### config.mk
export PLATFORM = sky130hd
export DESIGN_NAME = axis_video_pattern_gen
export DESIGN_NICKNAME = d
export VERILOG_FILES = /design/src/rtl/vid_pkg.sv /design/src/rtl/vid_pixel_colour.sv /design/src/rtl/axis_video_pattern_gen.sv
export SDC_FILE = /design/constraint.sdc
export NUM_CORES = 1
export LEC_CHECK = 0
export BUFFER_PORTS_ARGS = -buffer_cell sky130_fd_sc_hd__buf_2
export CORE_MARGIN = 1.5
export CORE_UTILIZATION = 31
export DETAILED_ROUTE_END_ITERATION = 6
export SYNTH_ARGS = -nofsm -noshare
export SYNTH_HDL_FRONTEND = slang
export SYNTH_SLANG_ARGS = --single-unit
### constraint.sdc
create_clock -name SYS_CLK_I -period 3.9 [get_ports SYS_CLK_I]
set_input_delay 0.78 -clock SYS_CLK_I [delete_from_list [all_inputs] [get_ports SYS_CLK_I]]
set_output_delay 0.78 -clock SYS_CLK_I [all_outputs]
set_load 0.01 [all_outputs]
### src/rtl/vid_pkg.sv
// Shared definitions for the AXI4-Stream video pattern generator: pixel layout,
// pattern encodings, colour-bar table and FSM state type.
package vid_pkg;

  // Component index within a pixel; component c occupies bits [c*C_WIDTH +: C_WIDTH].
  localparam int unsigned COMP_B = 0;
  localparam int unsigned COMP_G = 1;
  localparam int unsigned COMP_R = 2;

  typedef enum logic [1:0] {
    PAT_BARS  = 2'd0,
    PAT_RAMP  = 2'd1,
    PAT_SOLID = 2'd2,
    PAT_CHECK = 2'd3
  } pattern_e;

  // Per-bar component on/off flags, bit COMP_x set means that component is full scale.
  localparam logic [2:0] BAR_RGB [8] = '{
    3'b111,  // white
    3'b110,  // yellow
    3'b011,  // cyan
    3'b010,  // green
    3'b101,  // magenta
    3'b100,  // red
    3'b001,  // blue
    3'b000   // black
  };

  typedef enum logic {
    IDLE   = 1'b0,
    ACTIVE = 1'b1
  } state_e;

endpackage

### src/rtl/vid_pixel_colour.sv
// Combinational colour of one pixel given the pattern, its column/line, the current
// colour-bar index and the latched solid colour.
module vid_pixel_colour import vid_pkg::*; #(
  parameter int unsigned C_WIDTH = 8,
  parameter int unsigned SQ_LOG2 = 5
) (
  input  pattern_e             pattern_i,
  input  logic [15:0]          x_i,
  input  logic [15:0]          y_i,
  input  logic [2:0]           bar_i,
  input  logic [3*C_WIDTH-1:0] solid_i,
  output logic [3*C_WIDTH-1:0] pixel_o
);

  // Only the low column bits and the square-select bits matter to the patterns.
  logic unused_coord_bits;
  assign unused_coord_bits = ^{x_i, y_i};

  always_comb begin
    pixel_o = '0;
    unique case (pattern_i)
      PAT_BARS: begin
        for (int c = 0; c < 3; c++) begin
          pixel_o[c*C_WIDTH +: C_WIDTH] = {C_WIDTH{BAR_RGB[bar_i][c]}};
        end
      end
      PAT_RAMP:  pixel_o = {3{x_i[C_WIDTH-1:0]}};
      PAT_SOLID: pixel_o = solid_i;
      PAT_CHECK: pixel_o = (x_i[SQ_LOG2] ^ y_i[SQ_LOG2]) ? '1 : '0;
      default:   pixel_o = '0;
    endcase
  end

endmodule

### src/rtl/axis_video_pattern_gen.sv
// AXI4-Stream test-pattern source: whole frames, PIXEL_PER_CLK pixels per beat,
// tuser marks start of frame and tlast marks end of line.
module axis_video_pattern_gen import vid_pkg::*; #(
  parameter int unsigned H_ACTIVE      = 1920,
  parameter int unsigned V_ACTIVE      = 1080,
  parameter int unsigned PIXEL_PER_CLK = 4,
  parameter int unsigned C_WIDTH       = 8,
  parameter int unsigned SQ_LOG2       = 5
) (
  input  logic                                 SYS_CLK_I,
  input  logic                                 RESET_N_I,
  input  logic                                 ENABLE_I,
  input  logic [1:0]                           PATTERN_SEL_I,
  input  logic [3*C_WIDTH-1:0]                 SOLID_RGB_I,
  output logic [PIXEL_PER_CLK*3*C_WIDTH-1:0]   tdata_O,
  output logic                                 tvalid_O,
  input  logic                                 tready_I,
  output logic                                 tuser_O,
  output logic                                 tlast_O,
  output logic                                 FRAME_DONE_O,
  output logic [15:0]                          FRAME_CNT_O
);

  localparam int unsigned PW        = 3 * C_WIDTH;
  localparam int unsigned BEATS     = H_ACTIVE / PIXEL_PER_CLK;
  localparam int unsigned BAR_BEATS = BEATS / 8;
  localparam int unsigned XW        = $clog2(BEATS);
  localparam int unsigned YW        = (V_ACTIVE > 1) ? $clog2(V_ACTIVE) : 1;
  localparam int unsigned BW        = (BAR_BEATS > 1) ? $clog2(BAR_BEATS) : 1;

  localparam logic [XW-1:0] X_LAST  = XW'(BEATS - 1);
  localparam logic [YW-1:0] Y_LAST  = YW'(V_ACTIVE - 1);
  localparam logic [BW-1:0] BB_LAST = BW'(BAR_BEATS - 1);

  state_e               state_q;
  pattern_e             pat_q;
  logic [PW-1:0]        solid_q;
  logic [XW-1:0]        x_q, x_d;
  logic [YW-1:0]        y_q, y_d;
  logic [2:0]           bar_q, bar_d;
  logic [BW-1:0]        bar_beat_q, bar_beat_d;
  logic [PIXEL_PER_CLK*PW-1:0] tdata_d;

  logic accept, last_x, last_y, frame_end, start, advance, load;
  pattern_e      pix_pat;
  logic [PW-1:0] pix_solid;

  assign accept    = tvalid_O && tready_I;
  assign last_x    = (x_q == X_LAST);
  assign last_y    = (y_q == Y_LAST);
  assign frame_end = accept && last_x && last_y;
  // A new frame starts from IDLE or straight after the previous frame's last beat.
  assign start     = ENABLE_I && ((state_q == IDLE) || frame_end);
  assign advance   = accept && !(last_x && last_y);
  assign load      = start || advance;

  // The beat loaded at a frame start uses the settings being latched on that same edge.
  assign pix_pat   = start ? pattern_e'(PATTERN_SEL_I) : pat_q;
  assign pix_solid = start ? SOLID_RGB_I : solid_q;

  always_comb begin
    x_d        = x_q;
    y_d        = y_q;
    bar_d      = bar_q;
    bar_beat_d = bar_beat_q;
    if (start) begin
      x_d        = '0;
      y_d        = '0;
      bar_d      = '0;
      bar_beat_d = '0;
    end else if (advance) begin
      if (last_x) begin
        x_d        = '0;
        y_d        = y_q + 1'b1;
        bar_d      = '0;
        bar_beat_d = '0;
      end else begin
        x_d = x_q + 1'b1;
        if (bar_beat_q == BB_LAST) begin
          bar_beat_d = '0;
          bar_d      = bar_q + 1'b1;
        end else begin
          bar_beat_d = bar_beat_q + 1'b1;
        end
      end
    end
  end

  for (genvar k = 0; k < PIXEL_PER_CLK; k++) begin : g_pix
    logic [15:0] col;
    assign col = 16'(x_d) * 16'(PIXEL_PER_CLK) + 16'(k);

    vid_pixel_colour #(
      .C_WIDTH (C_WIDTH),
      .SQ_LOG2 (SQ_LOG2)
    ) u_pix (
      .pattern_i (pix_pat),
      .x_i       (col),
      .y_i       (16'(y_d)),
      .bar_i     (bar_d),
      .solid_i   (pix_solid),
      .pixel_o   (tdata_d[k*PW +: PW])
    );
  end

  always_ff @(posedge SYS_CLK_I or negedge RESET_N_I) begin
    if (!RESET_N_I) begin
      state_q      <= IDLE;
      pat_q        <= PAT_BARS;
      solid_q      <= '0;
      x_q          <= '0;
      y_q          <= '0;
      bar_q        <= '0;
      bar_beat_q   <= '0;
      tdata_O      <= '0;
      tvalid_O     <= 1'b0;
      tuser_O      <= 1'b0;
      tlast_O      <= 1'b0;
      FRAME_DONE_O <= 1'b0;
      FRAME_CNT_O  <= '0;
    end else begin
      FRAME_DONE_O <= frame_end;
      if (frame_end) begin
        FRAME_CNT_O <= FRAME_CNT_O + 16'd1;
      end
      if (start) begin
        state_q <= ACTIVE;
        pat_q   <= pattern_e'(PATTERN_SEL_I);
        solid_q <= SOLID_RGB_I;
      end else if (frame_end) begin
        state_q <= IDLE;
      end
      if (load) begin
        x_q        <= x_d;
        y_q        <= y_d;
        bar_q      <= bar_d;
        bar_beat_q <= bar_beat_d;
        tdata_O    <= tdata_d;
        tvalid_O   <= 1'b1;
        tuser_O    <= start;
        tlast_O    <= (x_d == X_LAST);
      end else if (frame_end) begin
        tvalid_O <= 1'b0;
        tuser_O  <= 1'b0;
        tlast_O  <= 1'b0;
      end
    end
  end

endmodule

==> flow_summary.yaml <==
cells_and_area:
  drive_above_1_share_pct: 29.31
  final_common_cell: "buf_2"
  multiInputGateArea_sq_um: 2118
  final_nets: 652
  register_area_sq_um: 2653
  nFillCells: 1733
  final_cell_count_no_fill: 846
  layout_common_cells: "buf_2 (144), dfrtp_1 (106), nand2_1 (73)"
  area_growth_pct: 13.97
  final_area_sq_um: 6205
  antenna_cells: 0
die:
  die_h_um: 135.5
  coreArea_sq_um: 17240
  rows: 48
  boundaryPins: 146
  start_util_pct: 31.58
  die-area_sq_um: 18370
  die_w_um: 135.5
routing:
  wl_per_cell_um: 14.56
  drcViolationCount: 0
  vias: 4013
  first_pass_iters: 5
  antenna_left: 0
  via_per_inst: 4.743
  drt_iter0_markers: 219
  drt_wl_total_um: 12320
synthesis:
  netlist_area_sq_um: 5444
  synth_edf_count: 0
  syn-num-nets: 571
  ys_async_sr_fraction_pct: 100.0
  synth.distinct_cells: 49
  syn_avg_cell_area_sq_um: 10.16
  ys_ff_latch: 106
  netlist_instances: 536
  synth_ff_type: "dfrtp_1"
  yosysSeqAreaShare_pct: 48.72
  yosysWarnings: 0
critical_path:
  critPathLaunchType: "register"
  ff2ff_setup_slack_ns: 0.59
  crit_required_ns: 4.20
  cp-end-kind: "register"
  crit_type: "register to register"
  worstPathArrival_ns: 3.60
  critical_path.max_fanout: 46
clock_network:
  htreeDepth: 3
  cts-resized-gates: 0
  post_cts_buffers: 0
  cts_tree: "done"
  cts_sinks: 106
  cts_hold_buf: 0
  cts-root-buf: "clkbuf_16"
  clk_latency_ns: 0.36
  cts_made_buffers: 9
  clkSlewWorstSetupHoldPaths_ns: 0.07
  clk_path_buf_depth: 2
timing:
  fin_crit_ns: 3.307
  slew_headroom_pct: 49.49
  tns_ns: 0
  max_slew.worst_pin.slew_ns: 0.7577
  skew_ns: 0.01202
  setup-violations-final: 0
  rsz0062_at_grt: "false"
  finalHoldViolCount: 0
  fin_crit_sh_pct: 84.79
  fmax_ghz: 0.3024
  drv_slew: 0
min_path:
  hold_class: "register to register"
placement:
  place_inst: 831
  gp_congestion: 0.8507
  dp_hpwl_um: 8848
  placed_area_sq_um: 5904
  io_buffers: 145
grt:
  antenna_found_initial: 0
  grt_max_degree: 60
  grtUsageTotal_pct: 14.22
  grt_pass1_wl_um: 20250
  grt_pass1_vias: 3844
  overflow: 0
pwr:
  powerDensity_nw_per_um2: 381.5
  power_leakage_uw: 0.002824
  vdd_drop_max_mv: 0.2490
  power_uw: 2367
job:
  max_cap_viol_count: 0
run_status:
  status: "complete, no violations"
-- metal layers --
| metal | GRT usage, % | vias up | routed length, um |
|---|---|---|---|
| li1 | - | 1950 | - |
| met1 | 19.09 | 1914 | 5768 |
| met2 | 22.34 | 135 | 5626 |
| met3 | 2.544 | 14 | 697 |
| met4 | 6.511 | 0 | 223 |
| met5 | 0 | - | 0 |
-- flip-flops by register name, indices dropped and copies added, names as in the netlist --
name and count:
tdata_O 30, tlast_O 1, FRAME_CNT_O 16, FRAME_DONE_O 1, solid_q 24, pat_q 2, bar_q 3, tvalid_O 1
y_q 11, bar_beat_q 6, state_q 1, tuser_O 1, x_q 9
-- cell usage after synthesis (all sizes together), types with 4 or more instances --
cell type	number	area share (%)
buf	79	11
or3	5	0.57
and2	4	0.46
o32a	12	2.2
a21oi	14	1.3
nand2	74	5.1
nor3	8	1.6
nand3	12	1.1
mux2i	16	2.9
o22a	16	2.6
nand4	11	1.3
inv	19	1.3
ha	5	1.1
o21bai	7	1.0
nor2	37	2.6
and3	11	1.3
o21ai	26	2.5
xnor2	16	2.6
dfrtp	106	49
a31oi	4	0.74
xor2	18	2.9
o211ai	5	0.69
-- power breakdown --
part           internal [uW]  switching (uW)
Clock                    518             416
Sequential              1150            58.4
Combinational           85.5             143
-- cell families (layout without fill, tap and decap cells) --
family	count (synthesis)	in the layout	share of synthesized area, %
AND/OR/NAND/NOR	175	175	15.77
flip-flops	106	106	48.72
buffers and inverters	101	186	12.36
AO/OA/AOI/OAI	97	97	13.17
XOR/XNOR	34	34	5.470
multiplexers	18	18	3.355
adder cells (fa/ha/maj)	5	5	1.149
-- stage by stage --
stage | hold WS, ns | worst slack [ns] | utilization, %
after CTS | 0.4697 | 0.5617 | 36.00
final | 0.4650 | 0.5934 | 36.00
after global placement | 0.4449 | 0.6147 | 34.26
after global routing | 0.4861 | 0.3165 | 36.00
after floorplan | 0.4327 | 1.041 | -
after detailed placement | 0.4530 | 0.5770 | 34.26
-- final cells by class --
cell class,count,area share (%)
sequential,106,42.75
multi-input combinational,329,34.14
timing repair buffer,152,12.58
tap,225,4.537
clock buffer,10,3.852
inverter,19,1.149
clock inverter,5,0.9881
-- worst paths after layout --
check	from	to	cells past startpoint
worst min register to register	solid_q[20]	solid_q[20]	2
min in group asynchronous	RESET_N_I	FRAME_CNT_O[4]	1
worst min-delay path	solid_q[20]	solid_q[20]	2
worst max register to register	x_q[0]	tdata_O[72]	9
max in group asynchronous	RESET_N_I	y_q[6]	2
worst max-delay path	x_q[0]	tdata_O[72]	9
-- worst max-delay path, stage by stage, from the launching register on --
cell and delay [ns]:
dfrtp_1 0.40, ha_1 0.23, nand4_1 0.31, or3_1 0.62
o31ai_4 0.25, buf_4 0.54, and3_1 0.29, a31oi_4 0.13
o21bai_1 0.30, o22a_1 0.17
Note: power is estimated with default switching activity, not from simulation.
